===== config.mk =====
export PLATFORM = sky130hd
export DESIGN_NAME = accel_control_slave
export DESIGN_NICKNAME = d
export VERILOG_FILES = /design/src/rtl/accel_control_slave.sv
export SDC_FILE = /design/constraint.sdc
export NUM_CORES = 1
export LEC_CHECK = 0
export ABC_AREA = 1
export CORE_UTILIZATION = 60
export CTS_BUF_LIST = sky130_fd_sc_hd__clkbuf_16
export DETAILED_ROUTE_END_ITERATION = 12
export DONT_BUFFER_PORTS = 1
export GPL_TIMING_DRIVEN = 1
export PLACE_DENSITY_LB_ADDON = 0.05
export SLEW_MARGIN = 0
export SYNTH_ARGS = -nofsm -noshare
export SYNTH_HDL_FRONTEND = slang
export SYNTH_SLANG_ARGS = --single-unit

===== constraint.sdc =====
create_clock -name CSI_CLOCK_CLK -period 8.8 [get_ports CSI_CLOCK_CLK]
set_clock_uncertainty 0.05 [all_clocks]
set_input_delay 1.32 -clock CSI_CLOCK_CLK [delete_from_list [all_inputs] [get_ports CSI_CLOCK_CLK]]
set_output_delay 1.32 -clock CSI_CLOCK_CLK [all_outputs]
set_load 0.03 [all_outputs]

===== src/rtl/accel_control_slave.sv =====
// Avalon-MM control/status slave for the audio-sum accelerator: job descriptor, Go/DONE/Master_Done handshake, IRQ.
// Writes land on the strobe edge; reads stall one cycle on WAITREQUEST; GO rises one cycle after START.
module accel_control_slave #(
  parameter int AVS_AVALONSLAVE_DATA_WIDTH    = 32,
  parameter int AVS_AVALONSLAVE_ADDRESS_WIDTH = 3
) (
  input  logic                                     CSI_CLOCK_CLK,
  input  logic                                     CSI_CLOCK_RESET,
  input  logic [AVS_AVALONSLAVE_ADDRESS_WIDTH-1:0] AVS_AVALONSLAVE_ADDRESS,
  input  logic                                     AVS_AVALONSLAVE_READ,
  input  logic                                     AVS_AVALONSLAVE_WRITE,
  input  logic [AVS_AVALONSLAVE_DATA_WIDTH-1:0]    AVS_AVALONSLAVE_WRITEDATA,
  output logic [AVS_AVALONSLAVE_DATA_WIDTH-1:0]    AVS_AVALONSLAVE_READDATA,
  output logic                                     AVS_AVALONSLAVE_WAITREQUEST,
  output logic                                     INS_IRQ_IRQ,
  output logic                                     GO,
  input  logic                                     DONE,
  output logic                                     MASTER_DONE,
  output logic [31:0]                              LEFT_BASE,
  output logic [31:0]                              RIGHT_BASE,
  output logic [31:0]                              DEST_BASE,
  output logic [18:0]                              SIZE,
  output logic [10:0]                              NUMBER
);
  localparam int DW = AVS_AVALONSLAVE_DATA_WIDTH;
  localparam int AW = AVS_AVALONSLAVE_ADDRESS_WIDTH;

  localparam logic [AW-1:0] A_CTRL   = AW'(0);
  localparam logic [AW-1:0] A_STATUS = AW'(1);
  localparam logic [AW-1:0] A_LEFT   = AW'(2);
  localparam logic [AW-1:0] A_RIGHT  = AW'(3);
  localparam logic [AW-1:0] A_DEST   = AW'(4);
  localparam logic [AW-1:0] A_SIZE   = AW'(5);
  localparam logic [AW-1:0] A_NUMBER = AW'(6);
  localparam logic [AW-1:0] A_CYCLES = AW'(7);

  typedef enum logic [1:0] {S_IDLE, S_LAUNCH, S_RUN, S_ACK} state_t;

  state_t        state;
  logic          irq_en;
  logic          done_sticky;
  logic          err;
  logic [31:0]   cycles;
  logic          busy;
  logic          start_req;
  logic          cfg_wr;
  logic          rd_ack;
  logic [DW-1:0] rd_mux;

  assign busy      = (state != S_IDLE);
  assign start_req = AVS_AVALONSLAVE_WRITE && (AVS_AVALONSLAVE_ADDRESS == A_CTRL) &&
                     AVS_AVALONSLAVE_WRITEDATA[0];
  assign cfg_wr    = AVS_AVALONSLAVE_WRITE && (AVS_AVALONSLAVE_ADDRESS >= A_LEFT) &&
                     (AVS_AVALONSLAVE_ADDRESS <= A_NUMBER);

  assign INS_IRQ_IRQ                 = irq_en & done_sticky;
  assign AVS_AVALONSLAVE_WAITREQUEST = AVS_AVALONSLAVE_READ && !rd_ack;

  // Descriptor registers are frozen while a job is in flight.
  always_ff @(posedge CSI_CLOCK_CLK or posedge CSI_CLOCK_RESET) begin
    if (CSI_CLOCK_RESET) begin
      irq_en     <= 1'b0;
      LEFT_BASE  <= '0;
      RIGHT_BASE <= '0;
      DEST_BASE  <= '0;
      SIZE       <= '0;
      NUMBER     <= '0;
    end else if (AVS_AVALONSLAVE_WRITE) begin
      if (AVS_AVALONSLAVE_ADDRESS == A_CTRL) irq_en <= AVS_AVALONSLAVE_WRITEDATA[2];
      if (cfg_wr && !busy) begin
        case (AVS_AVALONSLAVE_ADDRESS)
          A_LEFT:   LEFT_BASE  <= AVS_AVALONSLAVE_WRITEDATA[31:0];
          A_RIGHT:  RIGHT_BASE <= AVS_AVALONSLAVE_WRITEDATA[31:0];
          A_DEST:   DEST_BASE  <= AVS_AVALONSLAVE_WRITEDATA[31:0];
          A_SIZE:   SIZE       <= AVS_AVALONSLAVE_WRITEDATA[18:0];
          A_NUMBER: NUMBER     <= AVS_AVALONSLAVE_WRITEDATA[10:0];
          default:  ;
        endcase
      end
    end
  end

  always_ff @(posedge CSI_CLOCK_CLK or posedge CSI_CLOCK_RESET) begin
    if (CSI_CLOCK_RESET) begin
      state       <= S_IDLE;
      GO          <= 1'b0;
      MASTER_DONE <= 1'b0;
      done_sticky <= 1'b0;
      err         <= 1'b0;
      cycles      <= '0;
    end else begin
      if (AVS_AVALONSLAVE_WRITE && (AVS_AVALONSLAVE_ADDRESS == A_STATUS)) begin
        if (AVS_AVALONSLAVE_WRITEDATA[1]) done_sticky <= 1'b0;
        if (AVS_AVALONSLAVE_WRITEDATA[2]) err         <= 1'b0;
      end
      if (busy && (start_req || cfg_wr)) err <= 1'b1;

      case (state)
        S_IDLE: begin
          if (start_req) begin
            state       <= S_LAUNCH;
            GO          <= 1'b1;
            cycles      <= '0;
            done_sticky <= 1'b0;
          end
        end
        // DONE may still be high from the previous job; wait for it to drop first.
        S_LAUNCH: begin
          if (cycles != '1) cycles <= cycles + 32'd1;
          if (!DONE) state <= S_RUN;
        end
        S_RUN: begin
          if (cycles != '1) cycles <= cycles + 32'd1;
          if (DONE) begin
            state       <= S_ACK;
            GO          <= 1'b0;
            MASTER_DONE <= 1'b1;
          end
        end
        S_ACK: begin
          MASTER_DONE <= 1'b0;
          done_sticky <= 1'b1;
          state       <= S_IDLE;
        end
        default: state <= S_IDLE;
      endcase
    end
  end

  always_comb begin
    rd_mux = '0;
    case (AVS_AVALONSLAVE_ADDRESS)
      A_CTRL:   rd_mux = DW'({irq_en, 2'b00});
      A_STATUS: rd_mux = DW'({err, done_sticky, busy});
      A_LEFT:   rd_mux = DW'(LEFT_BASE);
      A_RIGHT:  rd_mux = DW'(RIGHT_BASE);
      A_DEST:   rd_mux = DW'(DEST_BASE);
      A_SIZE:   rd_mux = DW'(SIZE);
      A_NUMBER: rd_mux = DW'(NUMBER);
      A_CYCLES: rd_mux = DW'(cycles);
      default:  rd_mux = '0;
    endcase
  end

  // rd_ack marks the data cycle, so back-to-back reads each take one wait state.
  always_ff @(posedge CSI_CLOCK_CLK or posedge CSI_CLOCK_RESET) begin
    if (CSI_CLOCK_RESET) begin
      rd_ack                   <= 1'b0;
      AVS_AVALONSLAVE_READDATA <= '0;
    end else begin
      rd_ack <= AVS_AVALONSLAVE_READ && !rd_ack;
      if (AVS_AVALONSLAVE_READ && !rd_ack) AVS_AVALONSLAVE_READDATA <= rd_mux;
    end
  end
endmodule


Word-level counts from Yosys, hierarchy flattened
Cells that the tools add are included.

storage, ports and cells
  register bits after elaboration = 198
  output and inout port bits = 162
  logic and storage cells = 84

operators by class
  add/sub/neg operators = 1
  order comparisons = 2
  eq/ne operators = 15
  multiplexer cells = 20
  bitwise gates (word level) = 1
  reduce and logical (&&, ||, !) cells = 31

operator list
  kind                                                                   number
  32-bit case mux with 8 select lines                                    1
  32-bit 2-to-1 mux                                                      2
  32-bit case mux with 2 select lines                                    1
  32-bit by 1-bit adder with 32-bit output, second input constant        1
  32-bit inequality test, second input constant                          1
  3-bit AND reduction                                                    8
  3-bit equality test, second input constant                             4
  2-bit nonzero test                                                     6
  1-bit 2-to-1 mux                                                       9
  1-bit logical AND                                                      8
  2-bit case mux with 4 select lines                                     1
  3-bit by 2-bit equality test with 1-bit output, second input constant  2
  2-bit 2-to-1 mux                                                       3
  2-bit inequality test, second input constant                           3
  1-bit case mux with 2 select lines                                     3
  2-bit AND reduction                                                    3
  2-bit equality test, second input constant                             2
  3-bit by 1-bit equality test with 1-bit output, second input constant  1
  3-bit by 2-bit >= comparator with 1-bit output, second input constant  1
  3-bit less-or-equal comparator, second input constant                  1
  3-bit logical NOT                                                      1
  2-bit by 1-bit equality test with 1-bit output, second input constant  1
  1-bit logical NOT                                                      2
  2-bit logical NOT                                                      1
  other kinds (4)                                                        4

Logic depth before layout (Yosys ltp)
  word-level depth = 7
  depth in mapped cells = 12
  mapped depth without buffers = 11

Least setup slack after synthesis
OpenSTA, ideal clock, no wires.

  path kind = input -> output
  start = input AVS_AVALONSLAVE_READ
  end = output AVS_AVALONSLAVE_WAITREQUEST
  data arrival time = 2074 ps
  path slack = 5356 ps
  stages on the path = 3
  path buffers = 1
  cell sequence = inv_1 > nor2_1 > clkbuf_1

on the way
  word-level cells in the longest chain between the ends = 1

ends and longest elaborated chain
  what                RTL line  source
  start: declaration  10        input logic AVS_AVALONSLAVE_READ,
  1-bit logical AND   57        assign AVS_AVALONSLAVE_WAITREQUEST = AVS_AVALONSLAVE_READ && !rd_ack;
  end: declaration    14        output logic AVS_AVALONSLAVE_WAITREQUEST,

No other way between the ends.

Final worst setup path
  start = input AVS_AVALONSLAVE_ADDRESS[2]
  end = register RIGHT_BASE[1]

on the way
  word-level cells in the longest chain between the ends = 5
  elaborated cells between the ends (all ways) = 7

ends and longest elaborated chain
  what                                            RTL line  source
  start: declaration                              9         input logic [AVS_AVALONSLAVE_ADDRESS_WIDTH-1:0] AVS_AVALONSLAVE_ADDRESS,
  3-bit by 2-bit >= comparator with 1-bit output  53        assign cfg_wr = AVS_AVALONSLAVE_WRITE && (AVS_AVALONSLAVE_ADDRESS >= A_LEFT) &&
  1-bit logical AND (2 in a row)                  53
  1-bit logical AND                               70        if (cfg_wr && !busy) begin
  3-bit AND reduction (no line) *                 n/a
  end signal: assignment                          73        A_RIGHT: RIGHT_BASE <= AVS_AVALONSLAVE_WRITEDATA[31:0];
  end: declaration                                20        output logic [31:0] RIGHT_BASE,

Every way passes the cells marked *; elsewhere a longest branch is shown, timed or not.
A chain may end at the register's enable or synchronous reset.

==> flow_summary_export.csv <==
group,metric,value,unit
route,via_per_inst,5.786,
layout,drive_gt1_share,4.211,%
yosys,netlist_area,9550,µm²
placement,dpl.cell_count,1390,
clocking,cts_setup_buffers,0,
setup_path,slowest_delay,1210,ps
clocking,ctsHoldBuffers,0,
placement,numPortBuffers,0,
timing,hold_viol,0,
yosys,netlist_instances,1226,
power_and_ir_drop,pwr-share-seq,60.9,%
placement,place_congestion,0.9141,
timing,setup_tns,0,ps
timing,min_period,3770,ps
power_and_ir_drop,vdd_ir_drop_max,224.9,µV
global_route,antenna_found_initial,1,
setup_path,worst-endpoint-arrival,3980,ps
route,ant_nets,0,
power_and_ir_drop,switching_share,49.40,%
power_and_ir_drop,p_leak,4.786,nW
floorplanning,die_h,128.2,µm
clocking,cts_buffer_depth,2,
yosys,yosysTopAreaCell,"dfrtp_1",
floorplanning,row_count,45,
clocking,clkLatencyLatePin,440,ps
setup_path,cp.required,9010,ps
clocking,cts-resized-gates,0,
power_and_ir_drop,total_power,3.557,mW
setup_path,slowest_stage,"nor2_4",
power_and_ir_drop,combPwrFrac,18.1,%
yosys,seq_area_frac_synth,51.88,%
yosys,synth_nets,1272,
timing,maxSlewHeadroom,11.81,%
route,vias,8228,
clocking,clk_pin_slew,70,ps
setup_path,critPathKind,"in2reg",
timing,finalMaxSlewViolations,0,
route,wl,27.73,mm
route,drt_pass1_iterations,6,
power_and_ir_drop,cellPowerDensity,349.3,nW/µm²
clocking,cts_buffers,17,
route,dr.first_iter.drc_count,966,
clocking,htreeDepth,4,
yosys,ys_async_sr_fraction,100.0,%
route,wl_per_cell,19.50,µm
clocking,cts_sinks,198,
setup_path,worstSetupStartpointType,"primary input",
floorplanning,core_area,15370,µm²
global_route,grt_overflow,0,
power_and_ir_drop,intPower,1.800,mW
timing,finalSetupViolations,0,
floorplanning,io_pins,202,
layout,final_net_count,1244,
run_status,status,"completed",
yosys,yosys-top-cells-area,"dfrtp_1 (52%), nand2_1 (18%), o21ai_0 (7.8%), inv_1 (4.9%), nor2_1 (3.5%)",
setup_path,end_kind,"register",
global_route,grt_pass1_wl,43.43,mm
global_route,grt_pass1_vias,7673,
setup_path,crit_chain,"nand3_4 -> inv_2 -> nor3_4 -> nand2_2 -> nor2_4 -> o21ai_0",
timing,max_clock_freq,265.2,MHz
hold_path,hp-class,"reg2reg",
power_and_ir_drop,switching_power,1.757,mW
yosys,avgSynthCellArea,7.790,µm²
timing,finalCritPeriodShare,42.84,%
route,drcViolationCount,0,
yosys,synth_edf_count,0,
yosys,yosys.area.top_type_share,51.88,%
floorplanning,die_w,128.2,µm
placement,dpl.hpwl,18.78,mm
yosys,ys.flop_type,"dfrtp_1",
yosys,ys_types,35,
yosys,yosys_warnings,0,
global_route,grt_max_degree,146,
layout,syn2layout_area_growth,6.629,%
floorplanning,die-area,16430,µm²
timing,tightest_slew,1323,ps
setup_path,crit_fanout,64,
setup_path,crit_buf_inv,1,
power_and_ir_drop,clkPwrFrac,21.0,%
setup_path,critPathTopFamily,"simple AND/OR/NAND/NOR gates",
clocking,tritoncts,"done",
global_route,grt_usage,35.08,%
layout,final_cells,1422,
floorplanning,start_util,62.13,%
timing,rsz0062_at_grt,"false",
clocking,clockRootBuffer,"clkbuf_16",
run,drv_cap,0,
yosys,synth_seq_cells,198,
layout,n_antenna_cell,0,
layout,post-route-util,66.25,%
## layer usage
metal	up-vias	GRT usage (%)	part of all wire (%)
li1	3837	-	-
met5	-	0	0.047
met1	3922	49.52	43
met2	431	52.17	45
met4	2	8.789	1.6
met3	36	11.89	11
## synthesized netlist by cell type (all sizes together) (7+ instances only)
cell	count
nand4	7
inv	126
xnor2	9
nor2	95
buf	25
nand3	25
clkbuf	29
a21oi	30
o22ai	18
o21ai	151
o2111ai	13
dfrtp	198
nand2	461
a22oi	8
## flip-flops by register name, summed over array words and instances, names as in the netlist, 2 cells and up
signal                    flops
DEST_BASE                    32
AVS_AVALONSLAVE_READDATA     32
LEFT_BASE                    32
RIGHT_BASE                   32
state                         2
cycles                       32
NUMBER                       11
SIZE                         19
## logic make-up (layout without fill, tap and decap cells)
logic type               Yosys count  count (layout)  synth area share [%]
AO/OA/AOI/OAI                    234             234                 13.65
XOR/XNOR                          13              13                 1.192
adder cells (fa/ha/maj)            6               6                0.7860
buffers and inverters            181             166                 7.664
flip-flops                       198             198                 51.88
AND/OR/NAND/NOR                  594             594                 24.83
## cells in the final DEF, fill, tap and decap left out
cell,netlist,routed
clkbuf_16,0,17
clkinv_1,1,2
a21oi_1,29,29
nor2_1,90,89
nand2_1,460,460
o21bai_1,1,1
nand3_1,22,22
inv_6,0,3
xnor2_1,9,9
nand2_2,1,1
clkinvlp_4,0,3
nand4_1,7,7
o221ai_1,2,2
nor2_4,2,4
nor2_2,2,1
nor3_4,1,1
clkinv_2,0,1
inv_1,125,125
o22ai_1,18,18
ha_1,6,6
nand3_2,2,2
o21a_1,6,6
inv_2,1,1
o211ai_1,5,5
nand3_4,1,1
clkinv_4,0,3
buf_4,5,7
a22oi_1,8,8
nor2_8,1,1
clkinv_8,0,1
a21oi_2,1,1
inv_8,0,3
o21ai_1,2,2
dfrtp_1,198,198
o21ai_0,149,149
o2111ai_1,13,13
xor2_1,4,4
nand3b_1,5,5
## power groups by stage
stage / Combinational, mW / Clock [mW] / Sequential (mW)
2_1_floorplan: 0.503 / 0 / 2.06
3_3_place_gp: 0.611 / 0 / 2.18
3_5_place_dp: 0.637 / 0 / 2.18
4_1_cts: 0.640 / 0.748 / 2.17
5_1_grt: 0.739 / 0.782 / 2.20
6_report: 0.643 / 0.746 / 2.17
## cell type report
type / instances / area [µm²]
tap: 211 / 264.0
clock inverter: 15 / 126.4
inverter: 127 / 484.2
fill: 1332 / 5187
clock buffer: 17 / 425.4
sequential: 198 / 4955
multi-input combinational: 847 / 3876
timing repair buffer: 7 / 52.55
## worst reg2reg max path, stage by stage, from the launching register on
cell	delay, ps
dfrtp_1	420
inv_1	110
ha_1	400
nand2_2	610
nor2_4	1240
o21ai_0	280
## per-stage QoR
stage	area, µm²	hold slack (ps)	setup slack [ps]
floorplan	9550	418.9	2033
global placement	9632	442.6	4685
detailed placement	9632	439.1	4609
CTS	10180	457.9	5054
global route	10180	513.6	4776
finish	10180	464.5	5030
## worst paths after layout
check	to	cells past startpoint	start	slack, ps
worst max-delay path	RIGHT_BASE[1]	6	AVS_AVALONSLAVE_ADDRESS[2]	5030
worst min-delay path	err	2	err	460
worst max register to register	RIGHT_BASE[1]	5	state[1]	5500
worst min register to register	err	2	err	460
max in group asynchronous	cycles[28]	2	CSI_CLOCK_RESET	6590
min in group asynchronous	AVS_AVALONSLAVE_READDATA[9]	1	CSI_CLOCK_RESET	870
(Power assumes the default switching activity.)
==> variant: new RTL, same flow settings <==
The parameter `AVS_AVALONSLAVE_DATA_WIDTH` goes from 32 to 64.
--- a/src/rtl/accel_control_slave.sv
+++ b/src/rtl/accel_control_slave.sv
@@ -3,3 +3,3 @@
 module accel_control_slave #(
-  parameter int AVS_AVALONSLAVE_DATA_WIDTH    = 32,
+  parameter int AVS_AVALONSLAVE_DATA_WIDTH    = 64,
   parameter int AVS_AVALONSLAVE_ADDRESS_WIDTH = 3
Ports: changed (resized AVS_AVALONSLAVE_READDATA and AVS_AVALONSLAVE_WRITEDATA); port bits go from 202 to 266. The function was not compared with the original's and may differ.
==> variant against the unedited design <==
  * Total power is 2.9% higher
  * Sequential cell count unchanged
  * Critical path depth increased by 1
  * Wire length is 0.21% higher
  * Utilization fell by 0.53 points
  * Setup slack lost 0.069 ns
  * Global-route usage shrank 1.5 points
  * Sequential share of layout area fell by 1.5 points
  * Synthesized area increased by 4.0%
  * Synthesized cell count up 4.2%
  * Design area grew 3.3%
  * Final cell count up 4.1%
  * Critical path type unchanged
  * Largest power group unchanged
==> variant: results (changes against the unedited design) <==
stage;metric;value;unit;change
status;status;complete, no violations;;
timing;min cycle time layout;3.839;ns;+0.06924 ns
final_layout;signal buffers share of area;0.006425;;+0.001264
drt;wire length on met2;12.63;mm;+2.2%
setup_path;CP arrival;4.06;ns;+0.08 ns
final_layout;register share of the cell area;0.4711;;-0.01540
synth;post-synthesis cell type count;38;;+8.6%
drt;met1 wire length;11.64;mm;-1.3%
final_layout;Non-clk invs;130;;+2.4%
global_routing;vias in the first global route;7885;;+2.8%
power_and_ir_drop;VDD IR max;216.2;uV;-3.9%
synth;Synth area leaders;dfrtp_1 (50%), nand2_1 (18%), o21ai_0 (7.1%), inv_1 (4.8%), nor2_1 (3.1%);;
min_path;WHS Path Cells;1;;-1
drt;met3 wire len;2.796;mm;-10%
final_layout;area of the multi-input gates;4094;sq um;+5.6%
drt;vias;8351;;+1.5%
place;Post-DP Area;9882;sq um;+2.6%
synth;Gate Count Post-Synth;1278;;+4.2%
drt;initial DRC count;825;;-15%
drt;top routing layer used;met4;;
place;Port Buffers;0;;unchanged
power_and_ir_drop;leak pwr;5.019;nW;+4.9%
place;routability cong.;0.9525;;+4.2%
synth;Async SR Flop Fraction;1.000;;unchanged
place;Placed Instances;1448;;+4.2%
synth;sequential share of the synthesized area;0.4991;;-0.01975
global_routing;initial antenna violation count;0;;-1
setup_path;R2R depth;6;;+1
final_layout;count of non-CTS buffers in the layout;9;;+2
setup_path;CP Launch Point;AVS_AVALONSLAVE_ADDRESS[1];;
global_routing;grt met3 use;0.09609;;-0.02286
min_path;HP Start;rd_ack$_DFF_PP0_;;
synth;top cells by count, synth;nand2_1 (480), dfrtp_1 (198), o21ai_0 (140);;
final_layout;number of fillers in the final layout;1407;;+5.6%
min_path;hold endpoint;rd_ack$_DFF_PP0_;;
setup_path;setup slack, reg-to-reg;5.75;ns;+0.25 ns
final_layout;clock-cell share of area;0.06032;;+0.006138
timing;Max-slew headroom;0.2034;;+0.08521
drt;final WL;27.79;mm;+0.21%
final_layout;Syn-to-layout area delta;5.923;%;
drt;vias per cell;5.643;;-2.5%
place;dpl hpwl;18.78;mm;about the same
setup_path;crit path capture;DEST_BASE[10]$_DFFE_PP0P_;;
final_layout;fraction of layout cells with a size suffix above 1;0.06329;;+0.02118
global_routing;gr usage total;0.3358;;-0.01503
setup_path;maximum fanout along the worst path;44;;-31%
final_layout;multi-input combinational cell count;895;;+5.7%
global_routing;first-pass GRT wire length;42.85;mm;-1.3%
place;dpl ws;4.599;ns;-0.009950 ns
==> variant: where the power goes <==
| part | internal, W | switching (W) |
|---|---|---|
| Combinational | 0.000203 | 0.000472 |
| Clock | 0.000461 | 0.000381 |
| Sequential | 0.00122 | 0.000923 |
| Total | 0.00188 | 0.00178 |
==> variant: cell families (layout without fill, tap and decap cells) <==
kind of cell,after synthesis,in the layout,share of synthesized area
fa+ha+maj,6,6,0.007561
compound gates,227,227,0.1336
flops,198,198,0.4991
simple gates,618,618,0.2473
xor+xnor,12,12,0.01059
other cells,1,32,0.0003777
buf+inv,216,171,0.1016
==> variant: worst max-delay path: stages <==
cell and delay, ns:
nand3_2 0.24, inv_2 0.30, nor3_2 0.25, nand2_1 0.37
buf_4 0.39, nor2_4 0.93, o21ai_0 0.20
